`config.mk`:
```
export PLATFORM = sky130hd
export DESIGN_NAME = fetch_queue
export DESIGN_NICKNAME = d
export VERILOG_FILES = /design/src/rtl/fetch_pkg.sv /design/src/rtl/fetch_fifo.sv /design/src/rtl/fetch_queue.sv
export SDC_FILE = /design/constraint.sdc
export NUM_CORES = 1
export LEC_CHECK = 0
export BUFFER_PORTS_ARGS = -buffer_cell sky130_fd_sc_hd__buf_4
export CORE_MARGIN = 1.5
export CORE_UTILIZATION = 48
export DETAILED_ROUTE_END_ITERATION = 10
export PLACE_DENSITY = 0.82
export SYNTH_ARGS = -nofsm -noshare
export SYNTH_HDL_FRONTEND = slang
export SYNTH_SLANG_ARGS = --single-unit
```
`constraint.sdc`:
```
create_clock -name clk_i -period 2.8 [get_ports clk_i]
set_input_delay 0.56 -clock clk_i [delete_from_list [all_inputs] [get_ports clk_i]]
set_output_delay 0.56 -clock clk_i [all_outputs]
set_load 0.02 [all_outputs]
```
`src/rtl/fetch_pkg.sv`:
```
// Shared fetch-stage types and defaults: widths, reset PC and the prefetch entry layout.
package fetch_pkg;

  localparam int XLEN_DEF   = 16;
  localparam int DEPTH_DEF  = 4;
  localparam int NREDIR_DEF = 6;

  localparam logic [XLEN_DEF-1:0] RESET_PC_DEF = '0;

  typedef struct packed {
    logic [XLEN_DEF-1:0] ir;
    logic [XLEN_DEF-1:0] pc;
  } fetch_entry_t;

endpackage

```
`src/rtl/fetch_fifo.sv`:
```
// Prefetch FIFO: power-of-two ring buffer with push, pop, flush, occupancy and head.
module fetch_fifo #(
  parameter int DEPTH = 4,
  parameter int W     = 32
) (
  input  logic                   clk_i,
  input  logic                   rst_ni,
  input  logic                   push_i,
  input  logic                   pop_i,
  input  logic                   flush_i,
  input  logic [W-1:0]           din_i,
  output logic [$clog2(DEPTH):0] count_o,
  output logic [W-1:0]           head_o
);

  localparam int AW = $clog2(DEPTH);

  logic [W-1:0]  mem_q [DEPTH];
  logic [AW-1:0] rd_q, wr_q;
  logic [AW:0]   cnt_q;
  logic          do_push, do_pop;

  assign do_push = push_i & (cnt_q != (AW+1)'(DEPTH));
  assign do_pop  = pop_i  & (cnt_q != '0);

  always_ff @(posedge clk_i or negedge rst_ni) begin
    if (!rst_ni) begin
      rd_q  <= '0;
      wr_q  <= '0;
      cnt_q <= '0;
    end else if (flush_i) begin
      rd_q  <= '0;
      wr_q  <= '0;
      cnt_q <= '0;
    end else begin
      if (do_push) wr_q <= wr_q + AW'(1);
      if (do_pop)  rd_q <= rd_q + AW'(1);
      cnt_q <= cnt_q + (AW+1)'(do_push) - (AW+1)'(do_pop);
    end
  end

  // Storage needs no reset: occupancy alone qualifies the head.
  always_ff @(posedge clk_i) begin
    if (do_push && !flush_i) mem_q[wr_q] <= din_i;
  end

  assign count_o = cnt_q;
  assign head_o  = mem_q[rd_q];

endmodule

```
`src/rtl/fetch_queue.sv`:
```
// Fetch stage with prefetch queue, prioritised redirects and IR injection.
// Optional macro FETCH_QUEUE_BYPASS_EN: forward a response straight to decode when the queue is empty.
module fetch_queue
  import fetch_pkg::*;
#(
  parameter int              XLEN     = XLEN_DEF,
  parameter int              DEPTH    = DEPTH_DEF,
  parameter int              NREDIR   = NREDIR_DEF,
  parameter logic [XLEN-1:0] RESET_PC = XLEN'(RESET_PC_DEF)
) (
  input  logic                   clk_i,
  input  logic                   rst_ni,
  input  logic [NREDIR-1:0]      redir_valid_i,
  input  logic [NREDIR*XLEN-1:0] redir_target_i,
  output logic                   imem_req_o,
  output logic [XLEN-1:0]        imem_addr_o,
  input  logic [XLEN-1:0]        imem_rdata_i,
  input  logic                   inj_valid_i,
  input  logic [XLEN-1:0]        inj_ir_i,
  output logic                   out_valid_o,
  input  logic                   out_ready_i,
  output logic [XLEN-1:0]        out_ir_o,
  output logic [XLEN-1:0]        out_pc_o,
  output logic [XLEN-1:0]        out_pc_inc_o
);

  localparam int CW = $clog2(DEPTH) + 1;

  typedef struct packed {
    logic [XLEN-1:0] ir;
    logic [XLEN-1:0] pc;
  } entry_t;

  logic [XLEN-1:0] pc_q, pc_d;
  logic [XLEN-1:0] infl_pc_q, infl_pc_d;
  logic            inflight_q, inflight_d;
  logic            epoch_q, epoch_d;
  logic            infl_epoch_q, infl_epoch_d;

  logic            redir_any;
  logic [XLEN-1:0] redir_tgt;
  logic            resp_ok, byp, byp_take;
  logic            head_vld, pop, fifo_pop, push, credit, issue;
  logic [CW-1:0]   fifo_cnt;
  logic [CW:0]     occ;
  entry_t          fifo_head, head, resp_e;

  // Lowest index wins: scan from the top so later hits override.
  always_comb begin
    redir_tgt = '0;
    for (int i = NREDIR - 1; i >= 0; i--) begin
      if (redir_valid_i[i]) redir_tgt = redir_target_i[i*XLEN +: XLEN];
    end
  end

  assign redir_any = |redir_valid_i;
  assign resp_ok   = inflight_q & (infl_epoch_q == epoch_q);
  assign resp_e    = '{ir: imem_rdata_i, pc: infl_pc_q};

`ifdef FETCH_QUEUE_BYPASS_EN
  assign byp  = (fifo_cnt == '0) & resp_ok;
  assign head = byp ? resp_e : fifo_head;
`else
  assign byp  = 1'b0;
  assign head = fifo_head;
`endif

  assign head_vld     = (fifo_cnt != '0) | byp;
  assign out_valid_o  = inj_valid_i | head_vld;
  assign out_ir_o     = inj_valid_i ? inj_ir_i : (head_vld ? head.ir : '0);
  assign out_pc_o     = head_vld ? head.pc : '0;
  assign out_pc_inc_o = out_pc_o + XLEN'(1);

  assign pop      = out_valid_o & out_ready_i & ~inj_valid_i;
  assign fifo_pop = pop & (fifo_cnt != '0);
  assign byp_take = pop & byp & (fifo_cnt == '0);

  // Credit counts the in-flight word so a response always finds a free slot.
  assign occ    = {1'b0, fifo_cnt} + (CW+1)'(inflight_q) - (CW+1)'(pop);
  assign credit = occ < (CW+1)'(DEPTH);
  assign issue  = (credit | redir_any) & rst_ni;

  assign imem_req_o  = issue;
  assign imem_addr_o = redir_any ? redir_tgt : pc_q;

  assign push = resp_ok & ~redir_any & ~byp_take;

  always_comb begin
    pc_d         = issue ? imem_addr_o + XLEN'(1) : pc_q;
    inflight_d   = issue;
    infl_pc_d    = imem_addr_o;
    epoch_d      = epoch_q ^ redir_any;
    infl_epoch_d = epoch_q ^ redir_any;
  end

  always_ff @(posedge clk_i or negedge rst_ni) begin
    if (!rst_ni) begin
      pc_q         <= RESET_PC;
      infl_pc_q    <= '0;
      inflight_q   <= 1'b0;
      epoch_q      <= 1'b0;
      infl_epoch_q <= 1'b0;
    end else begin
      pc_q         <= pc_d;
      infl_pc_q    <= infl_pc_d;
      inflight_q   <= inflight_d;
      epoch_q      <= epoch_d;
      infl_epoch_q <= infl_epoch_d;
    end
  end

  fetch_fifo #(
    .DEPTH (DEPTH),
    .W     ($bits(entry_t))
  ) u_fifo (
    .clk_i   (clk_i),
    .rst_ni  (rst_ni),
    .push_i  (push),
    .pop_i   (fifo_pop),
    .flush_i (redir_any),
    .din_i   (resp_e),
    .count_o (fifo_cnt),
    .head_o  (fifo_head)
  );

endmodule

```
==> run_results.csv <==
group,metric,value,unit
yosys,synth_top_cell_area_share,0.490,
final_layout,synthToLayoutAreaGrowth,45.0,%
worst_setup_path,required,2.24,ns
timing,fin_crit_sh,1.14,
grt,globalRoute.totalOverflow,0,
final_layout,n_antenna_cell,0,
timing,setup_slack,-0.390,ns
timing,setup_viol,24,
grt,grt_max_degree,41,
placed_design,numPortBuffers,203,
outcome,run_status,"complete, but fails checks",
clocking,clkSlewWorstSetupHoldPaths,0.07,ns
job,drv_cap,0,
timing,relSlewSlack,0.663,
yosys,synth.cell_area,7840,µm²
grt,grt.total_usage,0.264,
clocking,clockBufferDepth,2,
yosys,ys_seq_elements,168,
worst_setup_path,crit_type,"reg2out",
placed_design,dp_hpwl,15800,µm
drt,antenna_left,0,
yosys,synth_edf_count,128,
yosys,avgSynthCellArea,14.5,µm²
min_path,hp-class,"in2async",
die,rows,46,
die,die_h,131,µm
grt,antenna_found_initial,0,
yosys,synthTopCellsByCount,"128 x edfxtp_1, 40 x dfrtp_1, 39 x nand2_1, 32 x mux4_2, 21 x nor2_1",
timing,worst_pin_slew,0.505,ns
drt,drc_errors,0,
placed_design,preCtsSetupSlack,-0.0836,ns
timing,fin_skew,0.00571,ns
drt,num_vias,5922,
timing,hold_violations,0,
clocking,postCtsHoldBufs,0,
yosys,synth.most_common_cell,"edfxtp_1",
yosys,synth_cell_types,61,
power,p_leak,4.51,nW
timing,fmax,0.313,GHz
drt,vias_per_cell,5.59,
power,vdd_drop_max,0.000448,V
timing,rsz0062_at_grt,"true",
timing,period_needed,3.19,ns
worst_setup_path,critPathArrivalTime,2.63,ns
drt,wl_per_cell,20.9,µm
grt,grt_pass1_wl,33100,µm
power,p_total,0.00595,W
worst_setup_path,worstSetupStartpointType,"flop",
yosys,ys_top_cells_by_area,"edfxtp_1 49%, dfrtp_1 13%, mux4_2 9.2%, a221oi_1 1.9%, a22o_1 1.9%",
worst_setup_path,cp-end-kind,"primary output",
worst_setup_path,r2r_start,"u_fifo.count_o[2]$_DFF_PN0_",
clocking,cts-root-buf,"clkbuf_16",
die,dieArea,17100,µm²
final_layout,fillers,1028,
timing,slew_viol_final,0,
grt,grt_pass1_vias,6327,
yosys,syn_inst,539,
clocking,htree_levels,4,
drt,drt_iter0_drc,373,
power,power_density,524,nW/µm²
clocking,cts.sinks,168,
die,fp.dieW,131,µm
yosys,ys_seq_area_frac,0.618,
worst_setup_path,rrSetupSlack,0.17,ns
clocking,clk_latency,0.42,ns
worst_setup_path,crit_fanout,8,
yosys,ys_async_sr_fraction,0.238,
clocking,cts_tree,"yes",
final_layout,final_net_count,980,
die,io-pin-count,204,
final_layout,drive_above_1_share,0.522,
drt,first_pass_iters,7,
placed_design,gp_congestion,0.924,
worst_setup_path,ff2ff_path_depth,12,
die,coreArea,15900,µm²
yosys,yosysTopAreaCell,"edfxtp_1",
clocking,cts_buffers,17,
yosys,syn_nets,689,
drt,drt-total-wl,22100,µm
worst_setup_path,reg2reg_to,"u_fifo.count_o[2]$_DFF_PN0_",
yosys,synth_ff_type,"edfxtp_1",
yosys,yosysWarningCount,0,
die,start_util,0.492,
outcome,violations,"negative setup slack",
[worst max-delay path, stage by stage, from the launching register on]
cell and delay [ns]:
dfrtp_2 0.44, buf_4 0.20, buf_4 0.16, mux4_2 0.34, nor2b_4 0.15, nand2_1 0.09, nor4_4 0.36, buf_4 0.17
xor2_1 0.13, buf_4 0.16
[power by group]
group	total [W]	leakage [nW]	switching (W)	internal, W
sequential	0.00281	1.64	0.0000559	0.00276
combinational	0.000645	2.57	0.000316	0.000330
clock	0.00249	0.305	0.000978	0.00151
total	0.00595	4.51	0.00135	0.00460
[metal layers]
| layer | vias up | GRT usage | wire (µm) |
|---|---|---|---|
| met5 | - | 0 | 0 |
| met4 | 0 | 0.129 | 699 |
| met3 | 48 | 0.0550 | 1670 |
| met2 | 316 | 0.475 | 11700 |
| met1 | 2871 | 0.300 | 8070 |
| li1 | 2687 | - | - |
[how the worst max path moves through the flow]
| stage | start | end | depth (start not counted) |
|---|---|---|---|
| 2_1_floorplan | redir_valid_i[3] | pc_q[10]$_DFFE_PN0P_ | 12 |
| 3_3_place_gp | inj_valid_i | imem_req_o | 12 |
| 3_5_place_dp | redir_valid_i[3] | pc_q[14]$_DFFE_PN0P_ | 10 |
| 4_1_cts | u_fifo.count_o[1]$_DFF_PN0_ | imem_req_o | 12 |
| 5_1_grt | u_fifo.count_o[2]$_DFF_PN0_ | imem_req_o | 12 |
| 6_report | u_fifo.rd_q[0]$_DFFE_PN0P_ | out_pc_inc_o[13] | 9 |
[timing repair]
action                     4_1_cts  5_1_grt
setup endpoints to repair       39       57
gates resized for setup         22       18
buffers inserted                13        3
pin swaps                       11       11
[area by class of cell]
cell class,instances,area [µm²],share of cell area
Inverter,20,77.6,0.00683
Multi-Input combinational cell,318,3070,0.270
Clock inverter,15,211,0.0186
Tap cell,216,270,0.0238
Sequential cell,168,4850,0.427
Clock buffer,17,425,0.0374
Timing Repair Buffer,305,2460,0.217
[state kept, by name, indices dropped and copies added (netlist names)]
signal	cells
infl_pc_q	16
u_fifo.wr_q	2
u_fifo.mem_q	128
pc_q	16
u_fifo.count_o	3
inflight_q	1
u_fifo.rd_q	2
[logic make-up (layout without fill, tap and decap cells)]
group	count (synthesis)	in the layout	share of synthesized area
AO/OA/AOI/OAI	105	105	0.104
XOR/XNOR	29	29	0.0324
buffers and inverters	53	357	0.0299
flip-flops	168	168	0.618
multiplexers	34	34	0.0945
AND/OR/NAND/NOR	138	138	0.101
adder cells (fa/ha/maj)	12	12	0.0201
[stage by stage]
stage,TNS [ns],hold slack (ns),instances,utilization,area (µm²)
after floorplan,-4.60,0.264,539,-,8030
final,-4.97,0.199,1059,0.713,11400
after CTS,-5.08,0.216,1057,0.706,11300
after detailed placement,-0.623,0.479,1012,0.654,10400
after global placement,-0.0256,0.459,1012,0.654,10400
after global routing,-7.08,0.240,1059,0.713,11400
[cell usage in the layout (no fill, tap or decap), types with 6 or more instances in the layout]
cell type / count
buf_4: 285
edfxtp_1: 128
dfrtp_1: 39
nand2_1: 36
mux4_2: 32
inv_1: 18
a221oi_1: 17
a22o_1: 17
clkbuf_16: 17
nor2_1: 15
o22ai_1: 14
xnor2_1: 13
xor2_1: 11
buf_12: 11
nor3_1: 10
o21ai_0: 10
nor2b_1: 9
o21ai_1: 9
ha_1: 9
buf_6: 8
nor4_2: 6
(Power assumes the default switching activity.)
